**src/rtl/array_20_pkg.sv**
```systemverilog
// Shared constants and types for the array_20 request sequencer.
package array_20_pkg;

    // Geometry of the single-port array macro.
    localparam int unsigned ADDR_W     = 12;
    localparam int unsigned DATA_W     = 96;
    localparam int unsigned LANES      = 16;
    localparam int unsigned LANE_W     = DATA_W / LANES;
    localparam int unsigned DEPTH      = 2 ** ADDR_W;

    // Read responses that may be outstanding (captured plus in flight).
    localparam int unsigned FIFO_DEPTH = 2;

    // Controller phases: clear sweep after reset, then request pass-through.
    typedef enum logic [0:0] {
        StClear,
        StRun
    } state_e;

    // One request beat as seen on the request channel.
    typedef struct packed {
        logic              write;
        logic [ADDR_W-1:0] addr;
        logic [LANES-1:0]  mask;
        logic [DATA_W-1:0] wdata;
    } req_t;

endpackage

```
**src/rtl/array_20_rsp_fifo.sv**
```systemverilog
// Two-entry in-order response buffer with simultaneous push/pop and an
// occupancy count for the parent's credit logic.
module array_20_rsp_fifo
    import array_20_pkg::*;
#(
    parameter int unsigned WIDTH = array_20_pkg::DATA_W
) (
    input  logic             clock,
    input  logic             reset,
    input  logic             push,
    input  logic [WIDTH-1:0] wdata,
    input  logic             pop,
    output logic             valid,
    output logic [WIDTH-1:0] rdata,
    output logic [1:0]       count
);

    logic [WIDTH-1:0] entries_q [FIFO_DEPTH];
    logic             rd_ptr_q;
    logic             wr_ptr_q;
    logic [1:0]       count_q;
    logic [1:0]       count_d;
    logic             do_pop;

    // Pop only when something is held; push is never refused (the parent
    // only issues reads it has room for).
    always_comb begin
        do_pop  = pop & (count_q != 2'd0);
        count_d = count_q + {1'b0, push} - {1'b0, do_pop};
    end

    // Pointer and count state.
    always_ff @(posedge clock) begin
        if (reset) begin
            rd_ptr_q <= 1'b0;
            wr_ptr_q <= 1'b0;
            count_q  <= 2'd0;
        end else begin
            if (push) begin
                wr_ptr_q <= ~wr_ptr_q;
            end
            if (do_pop) begin
                rd_ptr_q <= ~rd_ptr_q;
            end
            count_q <= count_d;
        end
    end

    // Data storage needs no reset; validity is tracked by count_q.
    always_ff @(posedge clock) begin
        if (push) begin
            entries_q[wr_ptr_q] <= wdata;
        end
    end

    assign valid = (count_q != 2'd0);
    assign rdata = entries_q[rd_ptr_q];
    assign count = count_q;

endmodule

```
**src/rtl/array_20_ctrl.sv**
```systemverilog
// Request sequencer in front of the 4096x96 single-port array macro.
// Clears the array after reset, then passes requests straight onto RW0 and
// buffers read data so response backpressure never drops a word.
module array_20_ctrl
    import array_20_pkg::*;
#(
    parameter int unsigned ADDR_W         = array_20_pkg::ADDR_W,
    parameter int unsigned DATA_W         = array_20_pkg::DATA_W,
    parameter int unsigned LANES          = array_20_pkg::LANES,
    parameter bit          CLEAR_ON_RESET = 1'b1,
    parameter logic [DATA_W-1:0] CLEAR_VALUE = '0
) (
    input  logic              clock,
    input  logic              reset,

    input  logic              req_valid,
    output logic              req_ready,
    input  logic              req_write,
    input  logic [ADDR_W-1:0] req_addr,
    input  logic [LANES-1:0]  req_mask,
    input  logic [DATA_W-1:0] req_wdata,

    output logic              rsp_valid,
    input  logic              rsp_ready,
    output logic [DATA_W-1:0] rsp_rdata,

    output logic              init_done,

    output logic [ADDR_W-1:0] RW0_addr,
    output logic              RW0_en,
    output logic              RW0_wmode,
    output logic [LANES-1:0]  RW0_wmask,
    output logic [DATA_W-1:0] RW0_wdata,
    input  logic [DATA_W-1:0] RW0_rdata
);

    state_e            state_q;
    state_e            state_d;
    logic [ADDR_W-1:0] clr_addr_q;
    logic [ADDR_W-1:0] clr_addr_d;
    logic              inflight_q;
    logic              inflight_d;

    req_t              req;
    logic              accept;
    logic              pop;
    logic [1:0]        fifo_count;
    logic [2:0]        occupancy;
    logic              read_credit;

    assign req = '{write: req_write, addr: req_addr, mask: req_mask, wdata: req_wdata};

    // Read credit: buffered words plus the word coming out of the macro,
    // minus whatever the consumer takes this cycle, must leave a free slot.
    always_comb begin
        pop         = rsp_valid & rsp_ready;
        occupancy   = {1'b0, fifo_count} + {2'b00, inflight_q};
        read_credit = (occupancy - {2'b00, pop}) < 3'(FIFO_DEPTH);
    end

    // Next-state and RW0 drive: clear sweep, or request pass-through.
    always_comb begin
        state_d    = state_q;
        clr_addr_d = clr_addr_q;
        req_ready  = 1'b0;
        accept     = 1'b0;
        RW0_en     = 1'b0;
        RW0_wmode  = 1'b0;
        RW0_addr   = '0;
        RW0_wmask  = '0;
        RW0_wdata  = '0;

        unique case (state_q)
            StClear: begin
                RW0_en     = 1'b1;
                RW0_wmode  = 1'b1;
                RW0_addr   = clr_addr_q;
                RW0_wmask  = '1;
                RW0_wdata  = CLEAR_VALUE;
                clr_addr_d = clr_addr_q + ADDR_W'(1);
                // Last address written: leave without a wrap-around write.
                if (clr_addr_q == '1) begin
                    state_d = StRun;
                end
            end
            StRun: begin
                req_ready = req.write | read_credit;
                accept    = req_valid & req_ready;
                RW0_en    = accept;
                RW0_wmode = req.write;
                RW0_addr  = req.addr;
                RW0_wmask = req.mask;
                RW0_wdata = req.wdata;
            end
            default: ;
        endcase

        // Nothing reaches the macro or the requester while reset is held.
        if (reset) begin
            req_ready = 1'b0;
            accept    = 1'b0;
            RW0_en    = 1'b0;
        end

        inflight_d = accept & ~req.write;
    end

    // Controller state; reset restarts the sweep and drops any in-flight read.
    always_ff @(posedge clock) begin
        if (reset) begin
            state_q    <= CLEAR_ON_RESET ? StClear : StRun;
            clr_addr_q <= '0;
            inflight_q <= 1'b0;
        end else begin
            state_q    <= state_d;
            clr_addr_q <= clr_addr_d;
            inflight_q <= inflight_d;
        end
    end

    assign init_done = (state_q == StRun);

    // Macro read data is valid the cycle after issue; capture it unconditionally.
    array_20_rsp_fifo #(
        .WIDTH (DATA_W)
    ) u_rsp_fifo (
        .clock (clock),
        .reset (reset),
        .push  (inflight_q),
        .wdata (RW0_rdata),
        .pop   (pop),
        .valid (rsp_valid),
        .rdata (rsp_rdata),
        .count (fifo_count)
    );

endmodule

```
**config.mk**
```make
export PLATFORM = sky130hd
export DESIGN_NAME = array_20_ctrl
export DESIGN_NICKNAME = d
export VERILOG_FILES = /design/src/rtl/array_20_pkg.sv /design/src/rtl/array_20_rsp_fifo.sv /design/src/rtl/array_20_ctrl.sv
export SDC_FILE = /design/constraint.sdc
export NUM_CORES = 1
export LEC_CHECK = 0
export ABC_CLOCK_PERIOD_IN_PS = 9470
export CAP_MARGIN = 30
export CORE_AREA = 2 2 173 175
export DETAILED_ROUTE_END_ITERATION = 7
export DIE_AREA = 0 0 175 177
export GPL_TIMING_DRIVEN = 0
export MAX_ROUTING_LAYER = met4
export SLEW_MARGIN = 25
export SYNTH_ARGS = -nofsm -noshare
export SYNTH_HDL_FRONTEND = slang
export SYNTH_SLANG_ARGS = --single-unit
```
**constraint.sdc**
```tcl
create_clock -name clock -period 9.47 [get_ports clock]
set_input_delay 2.841 -clock clock [delete_from_list [all_inputs] [get_ports clock]]
set_output_delay 2.841 -clock clock [all_outputs]
set_load 0.01 [all_outputs]
```
## Word-level counts from Yosys, hierarchy flattened

Memory sizes are Yosys's and may differ from the RTL's. A register that Yosys moved wholly into a read port is not among the register bits.
Index checks and enable logic that the tools add are counted.

- Logic and storage cells: 40
- Bits of input ports: 225
- Register bits: 18
- Memories: 1
- Memory bits (writable): 192
- Output and inout bits: 225

Memory list:

| memory | depth | bits a word | read ports | clocked after Yosys merged registers in | write ports | line | source |
|---|---|---|---|---|---|---|---|
| u_rsp_fifo.entries_q | 2 | 96 | 1 | 1 | 1 | array_20_rsp_fifo.sv:18 | `logic [WIDTH-1:0] entries_q [FIFO_DEPTH];` |

- Bitwise logic cells: 9
- Mux-type cells: 16
- Magnitude comparators: 1
- Reduce and logical (&&, ||, !) cells: 1
- Add/subtract/negate cells: 5
- Equality and inequality tests: 1

Operator list:

| kind | count |
|---|---|
| 96-bit case mux with 2 select lines | 1 |
| 16-bit case mux with 2 select lines | 1 |
| 12-bit case mux with 2 select lines | 1 |
| 12-bit by 1-bit adder with 12-bit output (second input constant) | 1 |
| 12-bit == test (second input constant) | 1 |
| 1-bit 2-to-1 mux | 11 |
| 1-bit bitwise AND | 4 |
| 1-bit NOT | 4 |
| 1-bit case mux with 2 select lines | 2 |
| 2-bit by 1-bit adder with 3-bit output | 1 |
| 3-bit by 2-bit < comparator with 1-bit output (second input constant) | 1 |
| 3-bit by 1-bit subtractor with 3-bit output | 1 |
| 2-bit by 1-bit adder with 2-bit output | 1 |
| 2-bit nonzero test | 1 |
| 2-bit by 1-bit subtractor with 2-bit output | 1 |
| 1-bit bitwise OR | 1 |

## Logic depth before layout (Yosys ltp)

- Depth in word-level cells: 9
- Mapped depth: 8
- Mapped depth without buffers: 8

## By module

A second synthesis with hierarchy kept.

- Cell total of the unflattened synthesis: 543
- Area, all modules: 8994.9 sq um

Modules (own cells, without submodules):

| module | area an instance (sq um) | cells each | sequential area each (sq um) | instances |
|---|---|---|---|---|
| array_20_rsp_fifo | 7364.6 | 321 | 5865.6 | 1 |
| array_20_ctrl | 1630.3 | 222 | 280.3 | 1 |

## Worst setup path after synthesis

Ideal clock, no wire load.

- Path type: input to output
- Start point: input port rsp_ready
- End point: output port req_ready
- Data arrival time: 4.290 ns
- Path buffers: 0
- Required time: 6.629 ns
- Path slack: 2.339 ns
- Stages: 8
- Cell sequence: o21a_1 -> ha_1 -> inv_1 -> ha_1 -> fa_1 -> xor2_1 -> a21oi_1 -> nor3_1

- Longest elaborated chain between the ends: 6

RTL lines:

| what | line | source |
|---|---|---|
| from (decl) | array_20_ctrl.sv:24 | `input logic rsp_ready,` |
| 1-bit bitwise AND | array_20_ctrl.sv:56 | `pop = rsp_valid & rsp_ready;` |
| 3-bit by 1-bit subtractor with 3-bit output | array_20_ctrl.sv:58 | `read_credit = (occupancy - {2'b00, pop}) < 3'(FIFO_DEPTH);` |
| 3-bit by 2-bit < comparator with 1-bit output | array_20_ctrl.sv:58 |  |
| 1-bit bitwise OR | array_20_ctrl.sv:87 | `req_ready = req.write \| read_credit;` |
| 1-bit 2-to-1 mux | array_20_ctrl.sv:73 | `unique case (state_q)` |
| 1-bit 2-to-1 mux | array_20_ctrl.sv:99 | `if (reset) begin` |
| to (decl) | array_20_ctrl.sv:17 | `output logic req_ready,` |

Every way passes these cells.

## Worst setup path after layout

- Start point: input port rsp_ready
- End point: output port RW0_en

- Longest elaborated chain between the ends: 7

RTL lines:

| what | line | source |
|---|---|---|
| 1-bit bitwise AND | array_20_ctrl.sv:56 |  |
| 3-bit by 1-bit subtractor with 3-bit output | array_20_ctrl.sv:58 |  |
| 3-bit by 2-bit < comparator with 1-bit output | array_20_ctrl.sv:58 |  |
| 1-bit bitwise OR | array_20_ctrl.sv:87 |  |
| 1-bit bitwise AND | array_20_ctrl.sv:88 | `accept = req_valid & req_ready;` |
| 1-bit case mux with 2 select lines | array_20_ctrl.sv:73 |  |
| 1-bit 2-to-1 mux | array_20_ctrl.sv:99 |  |
| to (decl) | array_20_ctrl.sv:30 | `output logic RW0_en,` |

Every way passes these cells.

==> impl_metrics.env <==
export IMPL_p_sw_mw=0.467
export IMPL_place_ws_ps=1340
export IMPL_root_buffer="clkbuf_16"
export IMPL_drive_above_1_share=0.156
export IMPL_worstRegToRegCells=8
export IMPL_synth_area_per_cell_um2=16.2
export IMPL_routabilityCongestion=0.849
export IMPL_vias=6266
export IMPL_r2r_end="inflight_q"
export IMPL_grt_util_all_layers=0.193
export IMPL_die_w_um=175
export IMPL_seq_area_frac_synth=0.708
export IMPL_min_path_cells=2
export IMPL_cts_sinks=211
export IMPL_ios=450
export IMPL_ys_top_cells_by_area="edfxtp_1 66%, mux2_2 14%, and2_1 7.0%"
export IMPL_min_path_type="reg2reg"
export IMPL_synth_top_area_frac=0.664
export IMPL_die_y_um=177
export IMPL_yosysWarnings=0
export IMPL_relSlewSlack=0.607
export IMPL_outcome="finished, final reports clean"
export IMPL_rsz0062_at_grt="no"
export IMPL_clkPwrFrac=0.364
export IMPL_dieArea_um2=31000
export IMPL_critPathLaunchType="input port"
export IMPL_antenna_found_initial=6
export IMPL_portBuffers=449
export IMPL_initialDrtViolationCount=275
export IMPL_synth_edff_count=192
export IMPL_placed_area_um2=13800
export IMPL_skew_ps=7.46
export IMPL_vias_per_cell=4.39
export IMPL_post_synth_top_count_cell="edfxtp_1"
export IMPL_setup_ws_ps=1340
export IMPL_slew_viol_final=0
export IMPL_max_freq_mhz=123
export IMPL_grt_pass1_wl_mm=42.5
export IMPL_instances_no_fill=1427
export IMPL_synth_main_ff_cell="edfxtp_1"
export IMPL_slowest_delay_ps=530
export IMPL_nFillCells=2552
export IMPL_drc_errors=0
export IMPL_cts_setup_buffers=0
export IMPL_path_cells="clkdlybuf4s50_1, o21a_1, ha_1, inv_1, ha_1, fa_1, xor2_1, a21oi_1, o22ai_1, clkdlybuf4s50_1"
export IMPL_total_power_mw=2.15
export IMPL_design_area_um2=14500
export IMPL_start_util=0.297
export IMPL_num_rows=63
export IMPL_cts_resized=0
export IMPL_tightest_slew_ps=590
export IMPL_rrSetupSlack_ps=7460
export IMPL_grt_overflow_total=0
export IMPL_grt_max_degree=36
export IMPL_p_int_mw=1.68
export IMPL_cts_buffers=23
export IMPL_hold_violations=0
export IMPL_p_leak_nw=4.98
export IMPL_synth_nets=764
export IMPL_cts_htree_levels=1
export IMPL_synthArstFlopShare=0
export IMPL_yosysUniqueCellTypes=31
export IMPL_clockBufferDepth=3
export IMPL_p_comb_frac=0.160
export IMPL_timing_final_crit_share=0.859
export IMPL_holdPathEnd="clr_addr_q[10]"
export IMPL_tns_ps=0
export IMPL_cts_tree="done"
export IMPL_synth_top_area_cell="edfxtp_1"
export IMPL_synth_area_um2=8690
export IMPL_min_from="clr_addr_q[10]"
export IMPL_routedWlPerCell_um=21.0
export IMPL_clk_pin_slew_ps=60
export IMPL_critPathKind="in2out"
export IMPL_crit_path_end_kind="output pin"
export IMPL_worstSkewPairLatency_ps=490
export IMPL_netSwitchingFraction=0.217
export IMPL_core_region_area_um2=29200
export IMPL_postCtsHoldBufs=0
export IMPL_grt_pass1_vias=6733
export IMPL_ys_ff_latch=211
export IMPL_r2r_start="u_rsp_fifo.count[1]"
export IMPL_setup_viol=0
export IMPL_powerDensity_nw_per_um2=148
export IMPL_cp_slowest_cell="clkdlybuf4s50_1"
export IMPL_seqPwrFrac=0.476
export IMPL_ir_worst_vdd_mv=0.0967
export IMPL_dp_hpwl_mm=23.5
export IMPL_drt_first_pass_iters=6
export IMPL_synthTopCellsByCount="192 x edfxtp_1, 107 x mux2_2, 97 x and2_1, 19 x dfxtp_1, 18 x nand2b_1"
export IMPL_fin_nets=1245
export IMPL_area_delta_synth_final_pct=67.1
export IMPL_dp_cells=1381
export IMPL_antenna_left=0
export IMPL_min_period_ps=8130
export IMPL_netlist_instances=535
export IMPL_crit_required_ps=6630
export IMPL_maxCapViolCount=0
export IMPL_wl_mm=30.0
export IMPL_cp_max_fo=3
export IMPL_arrival_ps=5290
metrics by stage:
stage                     utilization  hold slack (ps)
after floorplan                     -              462
after global placement          0.467              488
after global routing            0.496              551
after CTS                       0.496              508
after detailed placement        0.473              498
final                           0.496              516
state kept, by name (all words and copies together), names as in the netlist, named ones only:
signal and flops:
u_rsp_fifo.rd_ptr_q 1, inflight_q 1, u_rsp_fifo.count 2, u_rsp_fifo.wr_ptr_q 1, init_done 1, clr_addr_q 12, u_rsp_fifo.entries_q 192
layout make-up:
cell class                 count  area (µm²)  area share
timing repair buffer         456        4660       0.321
sequential                   211        6150       0.423
antenna                        6        15.0     0.00103
inverter                       7        26.3     0.00181
multi-input combinational    287        2380       0.164
clock inverter                14        72.6     0.00500
buffer                        30         139     0.00957
clock buffer                  26         587      0.0404
tap                          390         488      0.0336
worst max path at each step:
stage / startpoint / endpoint / slack, ps / depth (start not counted)
final: rsp_ready / RW0_en / 1340 / 10
after global routing: rsp_ready / RW0_en / 1210 / 10
after CTS: rsp_ready / RW0_en / 1320 / 10
after detailed placement: rsp_ready / RW0_en / 1340 / 10
after global placement: rsp_ready / RW0_en / 1330 / 10
after floorplan: rsp_ready / req_ready / 2340 / 8
power groups by stage:
stage | Sequential, mW | Combinational, mW | Clock [mW]
after floorplan | 1.04 | 0.136 | 0
after global placement | 1.04 | 0.346 | 0
after detailed placement | 1.04 | 0.347 | 0
after CTS | 1.02 | 0.349 | 0.813
after global routing | 1.02 | 0.367 | 0.848
final | 1.02 | 0.343 | 0.782
layer usage:
metal / global-route usage / part of all wire
met1: 0.196 / 0.36
met2: 0.344 / 0.52
met3: 0.0737 / 0.097
met4: 0.0583 / 0.024
met5: - / 0
cell families after synthesis:
group / after synthesis / share of synthesized area
flops: 211 / 0.708
simple gates: 149 / 0.107
mux: 108 / 0.140
buf+inv: 37 / 0.0190
compound gates: 19 / 0.0125
xor+xnor: 7 / 0.00706
fa+ha+maj: 4 / 0.00663
worst max-delay path, delay by kind of cell:
kind	cells	cell delay, ps
compound gates	3	500
xor+xnor	1	150
fa+ha+maj	3	830
buf+inv	3	980
placed cells by master (no fill, tap or decap), types with 2 or more instances in the layout:
master and n:
nand3_1 3, clkbuf_1 19, xor2_1 4, nand4_1 2, buf_12 4, edfxtp_1 192
nand2b_1 18, clkbuf_16 23, nand2_1 4, or4_1 4, clkinv_2 2, ha_1 3
diode_2 6, a21oi_1 9, or3_1 4, inv_1 7, xnor2_1 3, mux2_2 107
and2_1 96, clkinvlp_4 2, clkinv_1 8, dfxtp_1 19, clkdlybuf4s50_1 449, o31ai_1 4
nor2b_1 2, buf_2 12, nor2_1 9, o21ai_0 4, nor3_1 2, buf_16 3
No activity file was read; power rests on OpenSTA's default activity.
